--- src/rtl/hack_ram_arbiter.sv ---
// Two-master arbiter for the single-port data RAM: m0 has fixed priority, and m1 is
// forced through after MAX_WAIT consecutive denials. Read data returns one cycle after grant.
module hack_ram_arbiter #(
  parameter int AW       = 15,
  parameter int DW       = 16,
  parameter int MAX_WAIT = 4
) (
  input  logic          clk,
  input  logic          reset,
  input  logic          m0_req_i,
  input  logic          m0_we_i,
  input  logic [AW-1:0] m0_addr_i,
  input  logic [DW-1:0] m0_wdata_i,
  output logic          m0_gnt_o,
  output logic          m0_rvalid_o,
  output logic [DW-1:0] m0_rdata_o,
  input  logic          m1_req_i,
  input  logic          m1_we_i,
  input  logic [AW-1:0] m1_addr_i,
  input  logic [DW-1:0] m1_wdata_i,
  output logic          m1_gnt_o,
  output logic          m1_rvalid_o,
  output logic [DW-1:0] m1_rdata_o,
  output logic          ram_en_o,
  output logic          ram_we_o,
  output logic [AW-1:0] ram_addr_o,
  output logic [DW-1:0] ram_wdata_o,
  input  logic [DW-1:0] ram_rdata_i,
  output logic [15:0]   conflict_cnt_o
);

  localparam logic [3:0] MAX_WAIT_C = 4'(MAX_WAIT);

  logic [3:0]  starve_q, starve_d;
  logic [15:0] conflict_q, conflict_d;
  logic        m0_rvalid_q, m0_rvalid_d;
  logic        m1_rvalid_q, m1_rvalid_d;
  logic        force_m1;

  // Grants are forced low while reset is high, so nothing is launched into the RAM.
  always_comb begin
    force_m1 = m1_req_i && (starve_q >= MAX_WAIT_C);
    m0_gnt_o = !reset && m0_req_i && !force_m1;
    m1_gnt_o = !reset && m1_req_i && (!m0_req_i || force_m1);
  end

  always_comb begin
    ram_en_o    = m0_gnt_o || m1_gnt_o;
    ram_we_o    = 1'b0;
    ram_addr_o  = '0;
    ram_wdata_o = '0;
    if (m0_gnt_o) begin
      ram_we_o    = m0_we_i;
      ram_addr_o  = m0_addr_i;
      ram_wdata_o = m0_wdata_i;
    end else if (m1_gnt_o) begin
      ram_we_o    = m1_we_i;
      ram_addr_o  = m1_addr_i;
      ram_wdata_o = m1_wdata_i;
    end
  end

  always_comb begin
    starve_d    = starve_q;
    conflict_d  = conflict_q;
    m0_rvalid_d = m0_gnt_o && !m0_we_i;
    m1_rvalid_d = m1_gnt_o && !m1_we_i;
    if (!m1_req_i || m1_gnt_o) begin
      starve_d = 4'd0;
    end else if (starve_q < MAX_WAIT_C) begin
      starve_d = starve_q + 4'd1;
    end
    if (m0_req_i && m1_req_i && (conflict_q != 16'hFFFF)) begin
      conflict_d = conflict_q + 16'd1;
    end
  end

  always_ff @(posedge clk or posedge reset) begin
    if (reset) begin
      starve_q    <= 4'd0;
      conflict_q  <= 16'd0;
      m0_rvalid_q <= 1'b0;
      m1_rvalid_q <= 1'b0;
    end else begin
      starve_q    <= starve_d;
      conflict_q  <= conflict_d;
      m0_rvalid_q <= m0_rvalid_d;
      m1_rvalid_q <= m1_rvalid_d;
    end
  end

  // Return data is steered by who owned last cycle's read grant.
  assign m0_rvalid_o    = m0_rvalid_q;
  assign m1_rvalid_o    = m1_rvalid_q;
  assign m0_rdata_o     = m0_rvalid_q ? ram_rdata_i : '0;
  assign m1_rdata_o     = m1_rvalid_q ? ram_rdata_i : '0;
  assign conflict_cnt_o = conflict_q;

endmodule

--- config.mk ---
export PLATFORM = sky130hd
export DESIGN_NAME = hack_ram_arbiter
export DESIGN_NICKNAME = d
export VERILOG_FILES = /design/src/rtl/hack_ram_arbiter.sv
export SDC_FILE = /design/constraint.sdc
export NUM_CORES = 1
export LEC_CHECK = 0
export CAP_MARGIN = 40
export CORE_MARGIN = 3
export CORE_UTILIZATION = 29
export DETAILED_ROUTE_END_ITERATION = 10
export GPL_ROUTABILITY_DRIVEN = 0
export PLACE_DENSITY = 0.82
export SETUP_SLACK_MARGIN = 0.15
export SLEW_MARGIN = 25
export SYNTH_ARGS = -nofsm -noshare
export SYNTH_HDL_FRONTEND = slang
export SYNTH_SLANG_ARGS = --single-unit
--- constraint.sdc ---
create_clock -name clk -period 3.6 [get_ports clk]
set_clock_uncertainty 0.15 [all_clocks]
set_input_delay 0.9 -clock clk [delete_from_list [all_inputs] [get_ports clk]]
set_output_delay 0.9 -clock clk [all_outputs]
set_load 0.02 [all_outputs]
==> metrics, run 1 <==
status=finished clean; Root Buffer=clkbuf_8; die area=approximately 6500 um2; initial antenna violation count=0; Peak VDD IR=approximately 0.43 mV; CTS Hold Bufs=0; Yosys reg bits=22; Max Clk Rate=around 300 MHz; DR iter-0 viols=83; top_reg_cell synth=dfrtp_1; mux cell area share after synthesis=about 2.7%; CTS max path bufs=2; slowest stage cell, crit path=clkdlybuf4s50_1; Worst Path Buf+Inv=3; Skew-Pair Late Insertion Delay=around 260 ps; layout cells sized above 1=approximately an eighth; area share of the largest cell type after synthesis=between 30 and 40%; Post-synth EDFFs=0; Final Cycle Share=a little over nine tenths; syn nets=264; H-tree level count=1; crit path max fanout=26; Hold WC Path Type=reg -> reg; Ys Warns=0; final net count=435; Mapped Area=about 1600 um2; Worst Path Arrival=roughly 2300 ps; CTS tree=yes; post-DP HPWL=around 5500 um; Static Leakage=about 1.5 nW; global-route wire length before repair=around 9600 um; Inserted Clock Buffers=3; Final Util=between 60% and 70%; die width=approximately 80 um; Synth cell types=36; WP data required=about 2600 ps; Post-synth top cells=and2_1 (33), a22o_1 (32), dfrtp_1 (22); Async S/R FF share, synth=100%; max cap viols=0; all-layer global routing usage=roughly a fifth; Slew HR=between 50 and 60%; core area=5240 um2; biggest area consumer among synthesized cells=dfrtp_1; WL/cell=15.8 um; Post-Synthesis Cells=between 150 and 200; antenna cells=0; Clock transition at path regs=70 ps; pwr dens=around 290 nW/um2; critical-path cell list=clkdlybuf4s50_1, nand2_1, and3_4, buf_12, a22o_1, dlygate4sd2_1; sequential share of the synthesized area=between 30 and 40%; Setup CP Type=in -> out; Clock Sinks=22; Core Rows=26; IO buf count=approximately 170; Fin. Hold Viols=0; fin crit period=roughly 3400 ps; drc violations=0; Avg Cell Area, Syn=about 9.0 um2; post-CTS setup buffer count=0; crit-path max cell delay=roughly 500 ps; Synth Area in Adders=approximately 1.6%; setup TNS after final layout=0 ps; Die Y=between 80 and 90 um; WL final=~6600 um; first-pass iteration count of the detailed router=4; most common cell in the netlist=and2_1; vias in the first global route=between 1,500 and 2,000; main combinational cell family by area after synthesis=simple AND/OR/NAND/NOR gates; Post-Synth XOR/XNOR Area=under 10%; GRT overflow=0; critical path launch point type=primary input; DRT antenna net count=0; Synth Area in Compound Gates=23.4%; Initial Utilization=30.7%; CP endpoint kind=output pin; simple-gate share of the synthesized area=28.8%; critical path's top delay family=buffers and inverters; final setup violation count=0; detailed-route via count=about 2,100; drt via density=roughly 5; top post-synthesis cells by area=dfrtp_1 (34%), a22o_1 (17%), and2_1 (13%), xor2_1 (4.4%), clkbuf_1 (2.1%); pin count of the biggest net entering global routing=27; RSZ-0062 raised after global routing=no; io pins=169; worst-margin pin slew=about 650 ps; Slew Viols, Final=0; P&R area growth vs syn=111%
## layout by cell type (no fill, tap or decap), types with 5 or more instances in the layout
| cell | Yosys | layout |
|---|---|---|
| clkdlybuf4s15_1 | 0 | 7 |
| clkbuf_2 | 0 | 18 |
| nand2_1 | 9 | 9 |
| xor2_1 | 8 | 8 |
| clkdlybuf4s50_1 | 0 | 131 |
| dlygate4sd2_1 | 0 | 10 |
| nor2_1 | 7 | 7 |
| a22o_1 | 32 | 32 |
| dfrtp_1 | 22 | 22 |
| and2_1 | 33 | 33 |
| buf_4 | 0 | 5 |
## sequential cells by signal (all words and copies together), names as in the netlist
signal / flops
starve_q: 4
conflict_cnt_o: 16
m1_rvalid_o: 1
m0_rvalid_o: 1
## worst reg2reg max path, delay by kind of cell (launching register included)
family / cells / cell delay, ps
compound gates: 1 / 240
flops: 1 / 450
mux: 1 / 310
simple gates: 2 / 800
## power breakdown
group / switching [mW] / internal [mW]
Sequential: 0.0582 / 0.291
Clock: 0.0749 / 0.0745
Combinational: 0.211 / 0.256
Total: 0.345 / 0.622
## repair_timing
action	CTS	global route
pin swaps	0	0
resized for setup	53	34
endpoints found under the hold margin	0	0
endpoints found under the setup margin	35	29
## area by class of cell
type,count,area [um2]
inverters,5,22.5
repair buffers,177,1680
flip-flops and latches,22,551
well taps,70,87.6
multi-input cells,140,1000
clock buffers,3,41.3
fillers,454,1850
## cells by family (layout without fill, tap and decap cells)
family,Yosys count,after routing
flip-flops,22,22
AND/OR/NAND/NOR,79,79
XOR/XNOR,10,10
buffers and inverters,16,185
adder cells (fa/ha/maj),2,2
multiplexers,4,4
AO/OA/AOI/OAI,45,45
## routing by layer
layer | track usage (%) | up-vias | wire length (um)
met2 | 33.9 | 104 | 3430
met5 | 0 | - | 0
met4 | 2.70 | 0 | 55
li1 | - | 996 | -
met3 | 5.16 | 6 | 581
met1 | 22.1 | 976 | 2530
## per-stage QoR
step | setup WS [ps] | power [mW] | instance area (um2) | instances | hold WS [ps]
finish | 207 | 0.966 | 3380 | 417 | 360
global route | 165 | 1.03 | 3380 | 417 | 385
CTS | 120 | 0.978 | 3440 | 416 | 358
detailed placement | -267 | 0.841 | 3420 | 413 | 345
global placement | -249 | 0.830 | 3420 | 413 | 332
floorplan | 222 | 0.558 | 1610 | 178 | 367
## final timing paths
kind | from | to | slack, ps | cells past startpoint
max in group asynchronous | reset | conflict_cnt_o[14]$_DFFE_PP0P_ | 2300 | 3
max | m0_req_i | ram_addr_o[13] | 210 | 6
min in group asynchronous | reset | starve_q[3]$_DFFE_PP0P_ | 780 | 3
max reg2reg | conflict_cnt_o[9]$_DFFE_PP0P_ | conflict_cnt_o[1]$_DFFE_PP0P_ | 1540 | 4
min reg2reg | conflict_cnt_o[15]$_DFFE_PP0P_ | conflict_cnt_o[15]$_DFFE_PP0P_ | 360 | 1
min | conflict_cnt_o[15]$_DFFE_PP0P_ | conflict_cnt_o[15]$_DFFE_PP0P_ | 360 | 1
No activity file was read; power rests on OpenSTA's default activity.
==> inputs of run 2 (changes only) <==
RECOVER_POWER = 50   (was not set)
REMOVE_ABC_BUFFERS = 1   (was not set)
==> run 2 against run 1 <==
  * Worst setup slack worse by 33 ps
  * Critical path depth stayed put
  * Wire length is 6.9% higher
  * Hold slack better by 2.7 ps
  * Total power is 1.1% lower
  * Critical path type unchanged
  * Critical endpoint is now ram_en_o
  * Largest power group unchanged
  * Highest routed layer unchanged
==> metrics, run 2 (synthesis gave the netlist of run 1 again) <==
commonest non-fill, non-tap cells in the layout=clkdlybuf4s50_1 (111), a22o_1 (32), and2_1 (32), dfrtp_1 (22), dlygate4sd3_1 (20); Tot Pwr=955 uW (-1.1%); Clock Sinks=22 (unchanged); slowest stage cell, crit path=clkdlybuf4s50_1; Worst Slack Setup Final=174 ps (-32.8 ps); pin count of the biggest net entering global routing=32 (+19%); Worst Path Arrival=2380 ps (+40 ps); CTS tree=yes; Initial Utilization=30.7% (unchanged); core area=5240 um2 (unchanged); antenna cells=0 (unchanged); critical-path cell list=clkdlybuf4s50_1, inv_1, and3_4, buf_12, or2_2, clkdlybuf4s15_1; drc violations=0 (unchanged); Root Buffer=clkbuf_8; Slew HR=26.1% (-30 points); die width=80.4 um (unchanged); WL final=7050 um (+6.9%); Routed met1 length=2570 um (+1.9%); critical path's top delay family=buffers and inverters; Final Cycle Share=95.2% (+0.91 points); Fin. Hold Viols=0 (unchanged); WP data required=2550 ps (about the same); met2 WL=3750 um (+9.1%); DRT antenna net count=0 (unchanged); Clock transition at path regs=70 ps (about the same); pwr dens=278 nW/um2 (-2.7%); post-DP HPWL=5800 um (+5.9%); layout cells sized above 1=12.2% (-0.50 points); Skew-Pair Late Insertion Delay=250 ps (about the same); detailed-route via count=2,068 (-0.67%); final net count=441 (+1.4%); all-layer global routing usage=20.3% (+1.7 points); P&R area growth vs syn=114%; Die Y=80.4 um (unchanged); vias in the first global route=1,970 (+1.2%); RSZ-0062 raised after global routing=yes; final setup violation count=0 (unchanged); Inserted Clock Buffers=3 (unchanged); post-route cell area=3440 um2 (+1.7%); met3 WL post-DR=574 um (-1.2%); number of flip-flops in the largest register=16 (unchanged); Peak VDD IR=0.405 mV (-6.7%); io pins=169 (unchanged); CTS max path bufs=2 (unchanged); Max Clk Rate=292 MHz (-0.96%); WHS=363 ps (+2.70 ps); Placed Area=3440 um2 (+0.40%); crit path max fanout=15 (-42%); Static Leakage=1.53 nW (+4.9%); DR iter-0 viols=81 (-2.4%); crit-path max cell delay=480 ps (-20 ps); fin crit period=3430 ps (+32.8 ps); Setup CP Type=in -> out; IO buf count=168 (unchanged); top layer in use=met4; Worst Path Buf+Inv=4 (+1); drt via density=4.89 (-2.1%); GRT overflow=0 (unchanged); Slew Viols, Final=0 (unchanged); WL/cell=16.7 um (+5.4%); most common cell after layout, fill and taps aside=clkdlybuf4s50_1; die area=6470 um2 (unchanged); status=finished clean; worst-margin pin slew=1110 ps (+461 ps); Hold WC Path Type=reg -> reg; CTS Hold Bufs=0 (unchanged); CP endpoint kind=output pin; critical path launch point type=primary input; Core Rows=26 (unchanged); initial antenna violation count=0 (unchanged); max cap viols=0 (unchanged); global-route wire length before repair=10,300 um (+7.5%); H-tree level count=1 (unchanged); DP Worst Slack=-149 ps (+118 ps); setup TNS after final layout=0 ps (unchanged); first-pass iteration count of the detailed router=4 (unchanged)
==> run 2: cell types whose count changed in the layout (fill, tap and decap cells not counted), sizes merged <==
cell / previous run / this run
dlygate4sd2: 10 / 3
clkdlybuf4s15: 10 / 13
clkinvlp: 1 / 0
clkbuf: 21 / 14
clkdlybuf4s50: 131 / 111
buf: 8 / 23
dlymetal6s2s: 0 / 1
inv: 4 / 5
bufbuf: 0 / 1
dlygate4sd3: 0 / 20
==> run 2: stage by stage <==
step,utilization (%),instances
after floorplan,-,167
after global placement,65.6,418
after detailed placement,65.6,418
after CTS,67.1,422
after global routing,65.7,423
final,65.7,423
==> run 2: final cells by class <==
class / count / area, um2
clock buffers: 3 / 41.3
repair buffers: 183 / 1750
well taps: 70 / 87.6
flip-flops and latches: 22 / 551
multi-input cells: 140 / 993
fillers: 474 / 1800
inverters: 5 / 18.8
==> run 2: worst paths after layout <==
path | endpoint | slack, ps | from | depth (start not counted)
setup / recovery | ram_en_o | 170 | reset | 6
hold / removal | conflict_cnt_o[15]$_DFFE_PP0P_ | 360 | conflict_cnt_o[15]$_DFFE_PP0P_ | 1
setup reg to reg | conflict_cnt_o[13]$_DFFE_PP0P_ | 1570 | conflict_cnt_o[9]$_DFFE_PP0P_ | 4
hold reg to reg | conflict_cnt_o[15]$_DFFE_PP0P_ | 360 | conflict_cnt_o[15]$_DFFE_PP0P_ | 1
max in group asynchronous | conflict_cnt_o[8]$_DFFE_PP0P_ | 1370 | reset | 3
min in group asynchronous | starve_q[2]$_DFFE_PP0P_ | 840 | reset | 3
==> run 2: repair_timing <==
action                                  in CTS  in global routing
gates cloned                                 1                  0
buffers inserted                             0                  0
hold endpoints to repair                     0                  0
gates resized for setup                     59                 15
endpoints found under the setup margin      34                 32
==> run 2: power breakdown <==
group / switching, mW / leakage (nW) / total, mW / internal [mW]
registers: 0.0553 / 0.279 / 0.346 / 0.291
logic: 0.213 / 1.23 / 0.462 / 0.249
clock network: 0.0725 / 0.0216 / 0.147 / 0.0744
==> run 2: layer usage <==
| metal | GRT usage [%] | vias up |
|---|---|---|
| met5 | 0 | - |
| met4 | 5.07 | 0 |
| met3 | 5.16 | 10 |
| met2 | 37.4 | 91 |
| met1 | 23.1 | 963 |
| li1 | - | 1004 |
